**src/rtl/branch_pred_update_ctrl.sv**
```systemverilog
// -----------------------------------------------------------------------------
// branch_pred_update_ctrl
//
// Schedules all writes into the branch predictor (BTB + BHT). Resolved-branch
// updates from execute are buffered in a small FIFO and drained one per cycle
// whenever the predictor write port is free. A flush sequencer walks every
// predictor set index and clears it (fence.i / context switch). This block is
// the only driver of the predictor write side.
//
// Ports:
//   i_clk, i_arst          clock, synchronous active-high reset
//   i_upd_*                resolved update from execute (valid/taken/way/pc/target)
//   o_upd_ready            FIFO can accept an update (RUN state and not full)
//   i_port_free            predictor write port usable this cycle
//   i_flush_req            single-cycle request to clear the predictor
//   o_flush_busy           flush sequence in progress
//   o_pred_we / o_pred_*   write the FIFO head entry into the predictor
//   o_pred_clear[_index]   clear one predictor set during a flush
//   o_queue_count          current FIFO occupancy
// -----------------------------------------------------------------------------
module branch_pred_update_ctrl #(
  parameter int ADDR_WIDTH    = 64,
  parameter int QUEUE_DEPTH   = 4,
  parameter int FLUSH_ENTRIES = 64,
  parameter int CNT_W         = $clog2(QUEUE_DEPTH + 1),
  parameter int IDX_W         = $clog2(FLUSH_ENTRIES)
) (
  input  logic                  i_clk,
  input  logic                  i_arst,
  input  logic                  i_upd_valid,
  input  logic                  i_upd_taken,
  input  logic [1:0]            i_upd_way,
  input  logic [ADDR_WIDTH-1:0] i_upd_pc,
  input  logic [ADDR_WIDTH-1:0] i_upd_target,
  output logic                  o_upd_ready,
  input  logic                  i_port_free,
  input  logic                  i_flush_req,
  output logic                  o_flush_busy,
  output logic                  o_pred_we,
  output logic                  o_pred_taken,
  output logic [1:0]            o_pred_way,
  output logic [ADDR_WIDTH-1:0] o_pred_pc,
  output logic [ADDR_WIDTH-1:0] o_pred_target,
  output logic                  o_pred_clear,
  output logic [IDX_W-1:0]      o_pred_clear_index,
  output logic [CNT_W-1:0]      o_queue_count
);

  localparam int PTR_W = $clog2(QUEUE_DEPTH);

  typedef enum logic {
    ST_RUN   = 1'b0,
    ST_FLUSH = 1'b1
  } state_e;

  typedef struct packed {
    logic                  taken;
    logic [1:0]            way;
    logic [ADDR_WIDTH-1:0] pc;
    logic [ADDR_WIDTH-1:0] target;
  } upd_t;

  state_e           state_q, state_d;
  upd_t             mem_q [QUEUE_DEPTH];
  upd_t             head;
  logic [PTR_W-1:0] wr_ptr_q, rd_ptr_q;
  logic [CNT_W-1:0] count_q;
  logic [IDX_W-1:0] idx_q;

  logic push, pop, flush_start, idx_last;

  assign flush_start = (state_q == ST_RUN) && i_flush_req;
  assign idx_last    = (idx_q == IDX_W'(FLUSH_ENTRIES - 1));

  // A flush request in the same cycle wins over a push: the update is stale.
  assign push = i_upd_valid && o_upd_ready && !i_flush_req;
  assign pop  = o_pred_we;

  // ---------------------------------------------------------------------------
  // FSM: state register
  // ---------------------------------------------------------------------------
  // NOTE: sequential state uses non-blocking (<=) so every register samples
  // pre-edge values; blocking here would create order-dependent simulation.
  always_ff @(posedge i_clk) begin
    if (i_arst) state_q <= ST_RUN;
    else        state_q <= state_d;
  end

  // ---------------------------------------------------------------------------
  // FSM: next-state logic
  // ---------------------------------------------------------------------------
  // NOTE: every always_comb output gets a default first so no path leaves it
  // unassigned, which would otherwise infer a latch.
  always_comb begin
    state_d = state_q;
    unique case (state_q)
      ST_RUN:   if (i_flush_req) state_d = ST_FLUSH;
      ST_FLUSH: if (idx_last && i_port_free) state_d = ST_RUN;
      default:  state_d = ST_RUN;
    endcase
  end

  // ---------------------------------------------------------------------------
  // FSM: output logic
  // ---------------------------------------------------------------------------
  always_comb begin
    o_upd_ready  = 1'b0;
    o_pred_we    = 1'b0;
    o_flush_busy = 1'b0;
    o_pred_clear = 1'b0;
    unique case (state_q)
      ST_RUN: begin
        // Ready looks only at registered occupancy, never at this cycle's pop.
        o_upd_ready = (count_q < CNT_W'(QUEUE_DEPTH));
        o_pred_we   = (count_q != '0) && i_port_free && !i_flush_req;
      end
      ST_FLUSH: begin
        o_flush_busy = 1'b1;
        o_pred_clear = i_port_free;
      end
      default: ;
    endcase
  end

  assign head               = mem_q[rd_ptr_q];
  assign o_pred_taken       = head.taken;
  assign o_pred_way         = head.way;
  assign o_pred_pc          = head.pc;
  assign o_pred_target      = head.target;
  assign o_pred_clear_index = idx_q;
  assign o_queue_count      = count_q;

  // ---------------------------------------------------------------------------
  // Update FIFO storage
  // ---------------------------------------------------------------------------
  // NOTE: the storage is reset because the head entry is visible on o_pred_*
  // at all times and must read as zero after reset; with only four entries the
  // reset cost is negligible. Deep RAM-style storage would normally skip it.
  always_ff @(posedge i_clk) begin
    if (i_arst) begin
      for (int i = 0; i < QUEUE_DEPTH; i++) mem_q[i] <= '0;
    end else if (push) begin
      mem_q[wr_ptr_q] <= '{taken: i_upd_taken, way: i_upd_way,
                           pc: i_upd_pc, target: i_upd_target};
    end
  end

  // ---------------------------------------------------------------------------
  // Pointers, occupancy and flush index
  // ---------------------------------------------------------------------------
  always_ff @(posedge i_clk) begin
    if (i_arst) begin
      wr_ptr_q <= '0;
      rd_ptr_q <= '0;
      count_q  <= '0;
      idx_q    <= '0;
    end else begin
      if (flush_start) begin
        // Queued updates describe code that is being replaced; drop them all.
        wr_ptr_q <= '0;
        rd_ptr_q <= '0;
        count_q  <= '0;
      end else begin
        // Pointers are PTR_W bits wide, so they wrap modulo QUEUE_DEPTH.
        if (push) wr_ptr_q <= wr_ptr_q + PTR_W'(1);
        if (pop)  rd_ptr_q <= rd_ptr_q + PTR_W'(1);
        unique case ({push, pop})
          2'b10:   count_q <= count_q + CNT_W'(1);
          2'b01:   count_q <= count_q - CNT_W'(1);
          default: ;
        endcase
      end

      // The walk only advances on cycles where a clear was actually issued.
      if (state_q == ST_FLUSH && i_port_free) begin
        idx_q <= idx_last ? '0 : idx_q + IDX_W'(1);
      end
    end
  end

endmodule

```
**config.mk**
```make
export PLATFORM = sky130hd
export DESIGN_NAME = branch_pred_update_ctrl
export DESIGN_NICKNAME = d
export VERILOG_FILES = /design/src/rtl/branch_pred_update_ctrl.sv
export SDC_FILE = /design/constraint.sdc
export NUM_CORES = 1
export LEC_CHECK = 0
export CAP_MARGIN = 0
export CORE_UTILIZATION = 39
export CTS_BUF_LIST = sky130_fd_sc_hd__clkbuf_8 sky130_fd_sc_hd__clkbuf_16
export DETAILED_ROUTE_END_ITERATION = 7
export PLACE_DENSITY = 0.68
export SLEW_MARGIN = 15
export SYNTH_ARGS = -nofsm -noshare
export SYNTH_HDL_FRONTEND = slang
export SYNTH_SLANG_ARGS = --single-unit
```
**constraint.sdc**
```tcl
create_clock -name i_clk -period 15.8 [get_ports i_clk]
set_input_delay 3.16 -clock i_clk [delete_from_list [all_inputs] [get_ports i_clk]]
set_output_delay 3.16 -clock i_clk [all_outputs]
set_load 0.005 [all_outputs]
```
# After elaboration in Yosys (flattened, before gate mapping)
# Memories as Yosys holds them, arrays and structs flattened. A register that Yosys moved wholly into a read port is not among the register bits.
# Cells that the tools add are included.
totals:
  regBits: 14
  ramBits: 524
  in_bits: 136
  elab_cells: 47
  memories: 1
  output_inout_bits: 144
memory_table:
  columns: ["name", "words", "width", "rd", "rd_ports_with_merged_regs", "wr", "line_no", "text"]
  rows:
  - ["mem_q", 4, 131, 1, 1, 4, "64", "upd_t mem_q [QUEUE_DEPTH];"]
classes:
  n_eq_ne: 3
  add_sub_neg: 5
  bitwise_logic: 1
  n_reduce_logical: 12
  n_lt_le_gt_ge: 1
  mux: 19
op_table:
  columns: ["op", "n"]
  rows:
  - ["two-way mux 131 bit", 1]
  - ["OR reduction 131 bit", 1]
  - ["two-way mux 1 bit", 12]
  - ["logical AND 1 bit", 7]
  - ["adder 6 x 1 -> 6 bit (second input constant)", 1]
  - ["equality test 6 bit (second input constant)", 1]
  - ["two-way mux 2 bit", 3]
  - ["two-way mux 6 bit", 1]
  - ["case mux 3 bit (2 select lines)", 1]
  - ["adder 2 x 1 -> 2 bit (second input constant)", 2]
  - ["adder 3 x 1 -> 3 bit (second input constant)", 1]
  - ["less-than comparator 3 bit (second input constant)", 1]
  - ["nonzero test 3 bit", 1]
  - ["subtractor 3 x 1 -> 3 bit (second input constant)", 1]
  - ["equality test 2 x 1 -> 1 bit (second input constant)", 1]
  - ["equality test 2 bit (second input constant)", 1]
  - ["case mux 1 bit (2 select lines)", 1]
  - ["nonzero test 2 bit", 1]
  - ["OR reduction 2 bit", 1]
  - ["logical NOT 1 bit", 1]
  - ["inverter 1 bit", 1]

# Longest topological paths before layout
# Gate-level depths: netlist of run 1.
logic_depth:
  depth_word: 9
  mapped_depth: 9
  ltp_nobuf: 8

# Worst setup path after synthesis of run 1
# OpenSTA, ideal clock, no wires.
synth_timing:
  kind: "in2reg"
  startpoint: "in i_flush_req"
  endpoint: "mem mem_q[2][0] (netlist name), enable pin"
  t_arrival_ns: 12.882
  required_ns: 14.998
  path_stages: 3
  setup_slack_ns: 2.115
  path_cell_list: "nor4b_1 inv_1 o21ai_0"
synth_lines:
  columns: ["item", "line_no", "text"]
  rows:
  - ["start, declared", "37", "input logic i_flush_req,"]
  - ["end, declared", "64", null]

# Final worst setup path of run 1
layout_timing:
  startpoint: "in i_port_free"
  endpoint: "out o_pred_we"
layout_between:
  elab_chain_len: 3
layout_rtl:
  columns: ["item", "line_no", "text"]
  rows:
  - ["start, declared", "36", "input logic i_port_free,"]
  - ["logical AND 1 bit (2 in a row)", "115", "o_pred_we = (count_q != '0) && i_port_free && !i_flush_req;"]
  - ["two-way mux 1 bit", "111", "unique case (state_q)"]
  - ["end, declared", "39", "output logic o_pred_we,"]
# No other way between the ends.

==> metrics, run 1 <==
status=finished clean; Yosys warning total=0; setup TNS=0 ns; Pleak=10.1 nW; CTS Root Cell=clkbuf_16; Worst path max stage delay=~0.60 ns; Final Slew Violations=0; post-synthesis cell type count=35; die area=around 0.06 mm^2; share of layout cells above drive strength 1=0.173; placed cell area=around 0.027 mm^2; RSZ-0062 raised after global routing=no; initial antenna violation count=8; Clk Latency, worst-skew pair=approximately 0.60 ns; Max clock buf depth=3; final hold vios=0; drt pass-1 iters=5; R2R setup slack=roughly 12 ns; ys async rst share=0; IO Port Bufs=279; dominant cell type by area after synthesis=edfxtp_1; Synth Area per Inst=roughly 17 um^2; Max Fclk=122 MHz; most used cell, CP=clkdlybuf4s50_1; hold_buf cts=0; CTS sink count=540; register area share after synthesis=0.688; aggregate global routing overflow=0; Final WS setup=~7.6 ns; DRT antenna net count=0; Setup crit end kind=primary output; Avg WL per Cell=21.8 um; cts bufs inserted=a little under 60; Mapped Nets=roughly 1.5k; core area=0.0590 mm^2; Simple-Gate Fraction of Synth Area=0.154; GRT Util Overall=0.176; sequential cell area=between 0.015 and 0.02 mm^2; # fillers=roughly 5k; Post-synth EDFFs=around 520; Power Dens Cells=approximately 110 mW/mm^2; Min Hold Slack=around 0.48 ns; CP Cell Sequence=clkdlybuf4s50_1 -> or3b_2 -> nor2_1 -> clkdlybuf4s50_1; Syn Inst Count=around 1.4k; design area=about 0.029 mm^2; vias in the first global route=13.1k; CTS tree=yes; peak supply drop=roughly 86 uV; worst path arrival time=5.06 ns; H-Tree Depth=2; clock slew at reported path FFs=0.06 ns; critical path required time=~13 ns; Vias=between 10k and 15k; pre-CTS setup slack=about 7.6 ns; Die Ht=247 um; Synth Area in Compound Gates=0.00499; critical path type=in2out; first-pass GRT wire length=between 70000 and 80000 um; post-route clock period utilization=0.520; clk_skew=between 0.01 and 0.015 ns; Nets=between 1.5k and 2k; ranking of synthesized cells by area=edfxtp_1 67%, and2_1 13%, mux4_2 13%, and2_2 1.6%, dfxtp_1 1.4%; Hold WC Path Type=reg2reg; pin count of the biggest net entering global routing=approximately 70; drt via density=5.03; post-synth top area share=0.675; Starting DRT DRC Count=roughly 800; max-cap violations=0; WL final=roughly 53000 um; Initial Util=0.395; Post-Synth Adder-Cell Area=0.00193; synth-to-layout area growth=22.4%; Top-Level Pins=280; Cell Area, Synth=0.0233 mm^2; largest fanout on the critical path=5; critical path launch point type=input port; total chip power=between 0.003 and 0.004 W; synthesis-stage register bit count=540; chip width=around 250 um; Post-Synth XOR/XNOR Area=0.00150; Synth Flop Type=edfxtp_1; Finish-stage setup viols=0; Site Rows=between 80 and 90; area occupied by multi-input gates=about 0.0068 mm^2; Slew @ Worst Pin=1.14 ns; largest family of logic cells by synthesized area=simple AND/OR/NAND/NOR gates; hpwl dp=~29000 um; Worst path slowest cell=clkdlybuf4s50_1; DRC viols=0; Resized cells post-CTS=0; slew margin rel.=0.241; multiplexer share of the synthesized area=0.126; routability cong.=just over 0.7; Tmin final=a little over 8 ns; post-CTS setup buffer count=0
## critical path, delay by kind of cell
family,cells,cell delay [ns]
buffers and inverters,2,1.16
AND/OR/NAND/NOR,2,0.74
## final cells by class
| class | instances | share of cell area |
|---|---|---|
| timing repair buffer | 300 | 0.103 |
| tap | 773 | 0.0339 |
| sequential | 540 | 0.563 |
| inverter | 11 | 0.00145 |
| clock inverter | 40 | 0.00811 |
| multi-input combinational | 723 | 0.237 |
| antenna | 2 | 0.000175 |
| clock buffer | 61 | 0.0535 |
## Yosys cell counts (all sizes together) (4+ instances only)
library cell / number
a21oi: 11
dfxtp: 16
xor2: 4
nand3: 5
o21ai: 8
or3: 6
edfxtp: 524
and2: 524
mux4: 131
inv: 11
clkbuf: 53
buf: 34
nor2: 8
nand2: 8
## path summary, 6_finish.rpt
kind | cells after the start | startpoint | to
worst min-delay path | 2 | rd_ptr_q[1]$_SDFFE_PP0P_ | register
worst min register to register | 2 | rd_ptr_q[1]$_SDFFE_PP0P_ | register
worst max-delay path | 4 | i_port_free | o_pred_we
worst max register to register | 5 | state_q$_SDFF_PP0_ | mem_q[2][70]$_SDFFCE_PN0P_
## metal layers
metal,track usage,up-vias,part of all wire
met5,0,-,0.0016
met3,0.0551,79,0.080
met2,0.291,327,0.49
li1,-,5586,-
met1,0.227,6309,0.42
met4,0.0408,12,0.017
## kinds of logic after synthesis
group,Yosys count
simple gates,563
flops,540
mux,131
buf+inv,98
compound gates,22
xor+xnor,4
fa+ha+maj,3
## stage by stage
| step | instances | util |
|---|---|---|
| finish | 2450 | 0.484 |
| global route | 2448 | 0.484 |
| CTS | 2448 | 0.484 |
| detailed placement | 2347 | 0.454 |
| global placement | 2347 | 0.454 |
| floorplan | 1361 | - |
## sequential cells by signal, summed over array words and instances, names as in the netlist, named ones only
signal,cells
o_queue_count,3
mem_q,524
rd_ptr_q,2
state_q,1
o_pred_clear_index,6
wr_ptr_q,2
## power by group
part / internal [W] / total [W] / switching [W]
logic: 0.000101 / 0.000193 / 0.0000914
registers: 0.00163 / 0.00165 / 0.0000154
clock network: 0.000721 / 0.00126 / 0.000539
## layout by cell type, fill, tap and decap left out, drive strengths merged
cell	synthesis	layout
dfxtp	16	16
a21oi	11	11
nor3	2	2
a31oi	1	1
bufinv	0	2
diode	0	2
nor4b	1	1
nor2	8	8
nand2	8	8
o211ai	1	1
o31ai	1	1
nor4	2	2
and2	524	524
buf	34	21
clkinvlp	0	2
nand2b	2	2
or3	6	6
inv	11	27
ha	2	2
or4	2	2
edfxtp	524	524
nand4	1	1
fa	1	1
or3b	1	1
clkinv	0	20
mux4	131	131
o21ai	8	8
clkbuf	53	61
nand3	5	5
xor2	4	4
or2	1	1
clkdlybuf4s50	0	279
Note: power is estimated with default switching activity, not from simulation.
==> inputs of run 2 (changes only) <==
- clock period: 15.8 -> 7.6 ns (I/O delays scaled with it)
==> run 2 against run 1 <==
Net effect: critical endpoint is now o_pred_pc[1]; die area is the same; via count grew 0.58%; final cell count is essentially flat; critical path depth shrank 1; routed wire length shrank 2.6%; clock power grew 110%; register-to-register slack lost 7.8 ns; utilization grew 0.057 points; first-iteration DRC count shrank 10%; hold slack gained 0.014 ns; sequential share of layout area shrank 0.067 points.
==> metrics, run 2 (same netlist as run 1, synthesis figures left out) <==
Tmin final=between 4 and 5 ns; GRT Util Overall=0.172; clk_skew=approximately 0.014 ns; drt via density=5.06; worst path arrival time=3.39 ns; CTS tree=yes; Setup crit end kind=primary output; Hold WC Path Type=reg2reg; DRT antenna net count=0; core area=0.0590 mm^2; hold_buf cts=0; CTS sink count=540; clock slew at reported path FFs=0.06 ns; Die Ht=~250 um; most frequent cells in the layout=524 x edfxtp_1, 475 x and2_1, 279 x clkdlybuf4s50_1; peak supply drop=around 160 uV; Pleak=~10 nW; Power Dens Cells=roughly 230 mW/mm^2; commonest non-fill, non-tap cell in the layout=edfxtp_1; share of layout cells above drive strength 1=0.169; Slew @ Worst Pin=roughly 1 ns; critical path launch point type=register; H-Tree Depth=2; CP delay by family, top=buffers and inverters; slew margin rel.=0.339; Worst path max stage delay=between 0.9 and 1 ns; area occupied by multi-input gates=0.00677 mm^2; largest fanout on the critical path=slightly above 40; post-route clock period utilization=0.645; WL final=just over 50000 um; sequential cell area=between 0.015 and 0.02 mm^2; IO Port Bufs=279; Worst path slowest cell=dfxtp_4; CTS Root Cell=clkbuf_16; Max Fclk=approximately 200 MHz; largest register by flop count=mem_q; die area=between 0.06 and 0.07 mm^2; Buf+Inv Stages, Crit Path=2; routability cong.=0.730; post-CTS setup buffer count=0; critical path type=reg2out; Placed Cells=around 2.3k; DRC viols=0; Clk Latency, worst-skew pair=a little under 0.6 ns; Site Rows=89; pin count of the biggest net entering global routing=132; drt pass-1 iters=5; fin cells=approximately 2.4k; # fillers=5000; CP Cell Sequence=buf_4 -> mux4_2 -> clkdlybuf4s50_1; RSZ-0062 raised after global routing=no; Max clock buf depth=3; Resized cells post-CTS=0; Finish-stage setup viols=0; chip width=between 200 and 250 um; status=finished clean; initial antenna violation count=5; Vias=12.4k; vias in the first global route=roughly 13k; final hold vios=0; synth-to-layout area growth=22.6%; max-cap violations=0; first-pass GRT wire length=slightly below 80000 um; cts bufs inserted=56; Avg WL per Cell=~21 um; critical path required time=between 6 and 7 ns; Initial Util=0.395; hpwl dp=roughly 28000 um; setup TNS=0 ns; Final Slew Violations=0; Starting DRT DRC Count=a little over 700; Top-Level Pins=280; aggregate global routing overflow=0; max reg flops=about 520; Nets=approximately 1.8k
-- run 2: cell type report --
type,count,area share
Antenna cell,4,0.000350
Clock buffer,62,0.0523
Clock inverter,39,0.00923
Inverter,11,0.00144
Multi-Input combinational cell,723,0.237
Sequential cell,540,0.562
Tap cell,773,0.0338
Timing Repair Buffer,297,0.104
-- run 2: worst min-delay path: cells and delay by family (launching register included) --
kind | cells | cell delay (ns)
flip-flops | 1 | 0.31
AO/OA/AOI/OAI | 2 | 0.13
-- run 2: layer usage --
metal / up-vias / part of all wire / track usage / wire length [um]
met5: - / 0.00058 / 0 / 30
met4: 4 / 0.016 / 0.0389 / 842
met3: 64 / 0.071 / 0.0449 / 3670
met2: 326 / 0.50 / 0.292 / 26100
met1: 6401 / 0.41 / 0.219 / 21300
li1: 5590 / - / - / -
-- run 2: path summary, 6_finish.rpt --
kind         slack, ns                     start  cells past startpoint                           to
max               2.69                  register                      3                 o_pred_pc[1]
min               0.49  rd_ptr_q[1]$_SDFFE_PP0P_                      2                     register
max reg2reg       4.65        state_q$_SDFF_PP0_                      5  mem_q[1][101]$_SDFFCE_PN0P_
min reg2reg       0.49  rd_ptr_q[1]$_SDFFE_PP0P_                      2                     register
-- run 2: power breakdown --
| group | internal, W | total (W) | switching [W] | leakage (nW) |
|---|---|---|---|---|
| clock | 0.00153 | 0.00263 | 0.00110 | 0.931 |
| sequential | 0.00339 | 0.00342 | 0.0000320 | 5.57 |
| combinational | 0.000213 | 0.000401 | 0.000188 | 3.61 |
| total | 0.00513 | 0.00645 | 0.00132 | 10.1 |
-- run 2: through the flow --
stage	setup WS, ns	util	power (W)	cell area, um^2	hold WS [ns]
detailed placement	2.81	0.454	0.00389	26800	0.482
finish	2.69	0.484	0.00645	28600	0.494
floorplan	1.61	-	0.00365	23300	0.453
global route	2.37	0.484	0.00667	28600	0.524
CTS	2.53	0.484	0.00653	28600	0.500
global placement	2.78	0.454	0.00388	26800	0.471
==> RTL change (flow settings as in run 1) <==
Set the parameter `QUEUE_DEPTH` to 8 (it was 4).
--- a/src/rtl/branch_pred_update_ctrl.sv
+++ b/src/rtl/branch_pred_update_ctrl.sv
@@ -22,3 +22,3 @@
   parameter int ADDR_WIDTH    = 64,
-  parameter int QUEUE_DEPTH   = 4,
+  parameter int QUEUE_DEPTH   = 8,
   parameter int FLUSH_ENTRIES = 64,
Ports: changed (resized o_queue_count); port bits go from 280 to 281. No check against the original RTL was run, so the function may have changed too.
==> RTL change against run 1 <==
- critical path type unchanged
- synthesized cell count grew 110%
- synthesized area grew 100%
- final area grew 93%
- sequential power grew 96%
- register-to-register slack lost 0.92 ns
- first-iteration DRC count grew to 2.7 times the old value
- largest power group unchanged
- worst hold slack gained 0.040 ns
- sequential cell count grew 528
- worst setup slack gained 0.15 ns
- total power grew 93%
- routed wire length grew 120%
==> RTL change: results (changes against run 1) <==
Most used flip-flop cell after synthesis: sky130_fd_sc_hd__edfxtp_1 (unchanged). The met3 track demand over resource in global routing was 4.310% (was 5.512%). Data arrival time of the worst path: 4.91 ns (was 5.06 ns).

Top post-synthesis cells by count: sky130_fd_sc_hd__edfxtp_1, sky130_fd_sc_hd__and2_1, sky130_fd_sc_hd__mux4_2, sky130_fd_sc_hd__mux2_2, sky130_fd_sc_hd__clkbuf_1 (was sky130_fd_sc_hd__edfxtp_1, sky130_fd_sc_hd__and2_1, sky130_fd_sc_hd__mux4_2, sky130_fd_sc_hd__and2_2, sky130_fd_sc_hd__clkbuf_2). The logs give 24,830 (was 12,310) for the overall via count from detail_route and 27.46% (was 24.13%) for the worst slew slack as a fraction of its limit. Final-layout fill cell count: 10,210 (was 5,065).

The number of flip-flops in the largest register was 1,048 (was 524). Most flop-heavy register: mem_q (unchanged). The run gives 0 (unchanged) as the total of warnings raised by yosys. The tools report the global-route wire length before repair as 175.9 mm (was 79.73 mm). The count of flip-flops with a built-in enable after synthesis came out at 1,048 (was 524). Number of DRC markers after the initial detailed-route iteration: 2,097 (was 788). The total global-route track usage is 19.62% (was 17.64%). The count of buffers from port buffering works out to 280 (was 279). The worst clock skew is 0.01900 ns (was 0.01212 ns). Synth area leaders: sky130_fd_sc_hd__edfxtp_1, sky130_fd_sc_hd__and2_1, sky130_fd_sc_hd__mux4_2 (unchanged). Post-synthesis sequential area ratio: 67.43% (was 68.84%). The number of antenna violations at the first check in global routing came out at 18 (was 8). For the TritonCTS buffer count, the log shows 114 (was 59). The static leakage is 19.37 nW (was 10.10 nW), and the met2 layer usage reported by global route is 31.10% (was 29.07%). The count of H-tree levels built during CTS was 3 (was 2); the share of layout cells above drive strength 1 was 19.74% (was 17.25%). The final weighted congestion in routability-driven placement is 0.7247 (was 0.7207), and the clock insertion delay at the later pin of the skew report is 0.69 ns (was 0.60 ns).

The total half-perimeter wirelength after legalization and detailed placement was 59.67 mm (was 29.18 mm); the number of routed nets with antenna violations was 0 (unchanged). The number of nets at the end of the flow was 3,178 (was 1,774). Maximum number of pins on one net before global-route repair: 132 (was 69). The number of unique standard cell types used by synthesis is 44 (was 35).

The run finished with clean final reports. For the worst supply voltage drop on vdd, the log shows 0.09132 mV (was 0.08605 mV). The mean routed wirelength per cell works out to 25.24 µm (was 21.79 µm). The clock-pin slew of the registers on the worst-case setup and hold paths works out to 0.06 ns (about the same).

The net count of the mapped netlist is 2,934 (was 1,500), and the fraction of met1 tracks used by global routing is 27.67% (was 22.68%). Number of global-route vias before repair: 26,130 (was 13,150).
[RTL change: cell count changes in the layout (fill, tap and decap cells not counted), sizes merged, moves of 5 or more]
cell / before / now
buf: 21 / 38
nor2: 8 / 23
a21oi: 11 / 5
mux4: 131 / 262
or2: 1 / 8
clkinv: 20 / 47
edfxtp: 524 / 1048
inv: 27 / 32
mux2: 0 / 131
o21ai: 8 / 3
and2: 524 / 1049
clkbuf: 61 / 118
[RTL change: cell type report]
class	instances	area [µm²]	area share, %
tap	1612	2017	3.662
antenna	1	2.502	0.004544
sequential	1068	31880	57.89
clock inverter	83	441.7	0.8020
multi-input combinational	1532	14640	26.58
inverter	2	7.507	0.01363
clock buffer	118	2919	5.301
timing repair buffer	318	3163	5.744
[RTL change: kinds of logic (layout without fill, tap and decap cells)]
group | Yosys count | count (layout) | share of synthesized area [%]
AOI/OAI and AO/OA | 12 | 12 | 0.1562
xor gates and xnor gates | 11 | 11 | 0.2038
adders and majority gates | 6 | 6 | 0.1588
buffers and inverters | 192 | 521 | 1.707
DFF | 1068 | 1068 | 67.43
muxes | 396 | 396 | 15.67
other | 0 | 1 | 0
and+or+nand+nor | 1107 | 1107 | 14.68
[RTL change: power by group]
part	switching (mW)	internal, mW
logic	0.163	0.133
clock network	1.08	1.37
registers	0.0266	3.21
[RTL change: path summary, 6_finish.rpt]
| check | start | to | slack (ns) | cells after the start |
|---|---|---|---|---|
| worst max-delay path | i_flush_req | o_pred_we | 7.73 | 4 |
| worst max register to register | o_queue_count[3] | mem_q[2][65] | 11.54 | 6 |
| worst min-delay path | rd_ptr_q[2] | flip-flop | 0.52 | 2 |
| worst min register to register | rd_ptr_q[2] | flip-flop | 0.52 | 2 |
[RTL change: critical path, cell delays in order]
cell and delay, ns:
sky130_fd_sc_hd__clkdlybuf4s50_1 0.48, sky130_fd_sc_hd__nor2_1 0.19, sky130_fd_sc_hd__and3_1 0.43, sky130_fd_sc_hd__clkdlybuf4s50_1 0.64
[RTL change: per-layer routing]
metal,part of all wire (%),routed length (µm)
met5,0.17,207
met1,44,52300
met2,47,56520
met3,7.0,8421
met4,1.7,2016
[RTL change: per-stage QoR]
step                setup slack [ns]  utilization (%)  cells  instance area (µm²)
floorplan                      8.982                -   2792                47270
detailed placement             7.659            43.10   4532                51710
CTS                            7.657            45.90   4733                55070
finish                         7.731            45.90   4734                55070
global route                   7.600            45.90   4733                55070
global placement               7.630            43.10   4532                51710
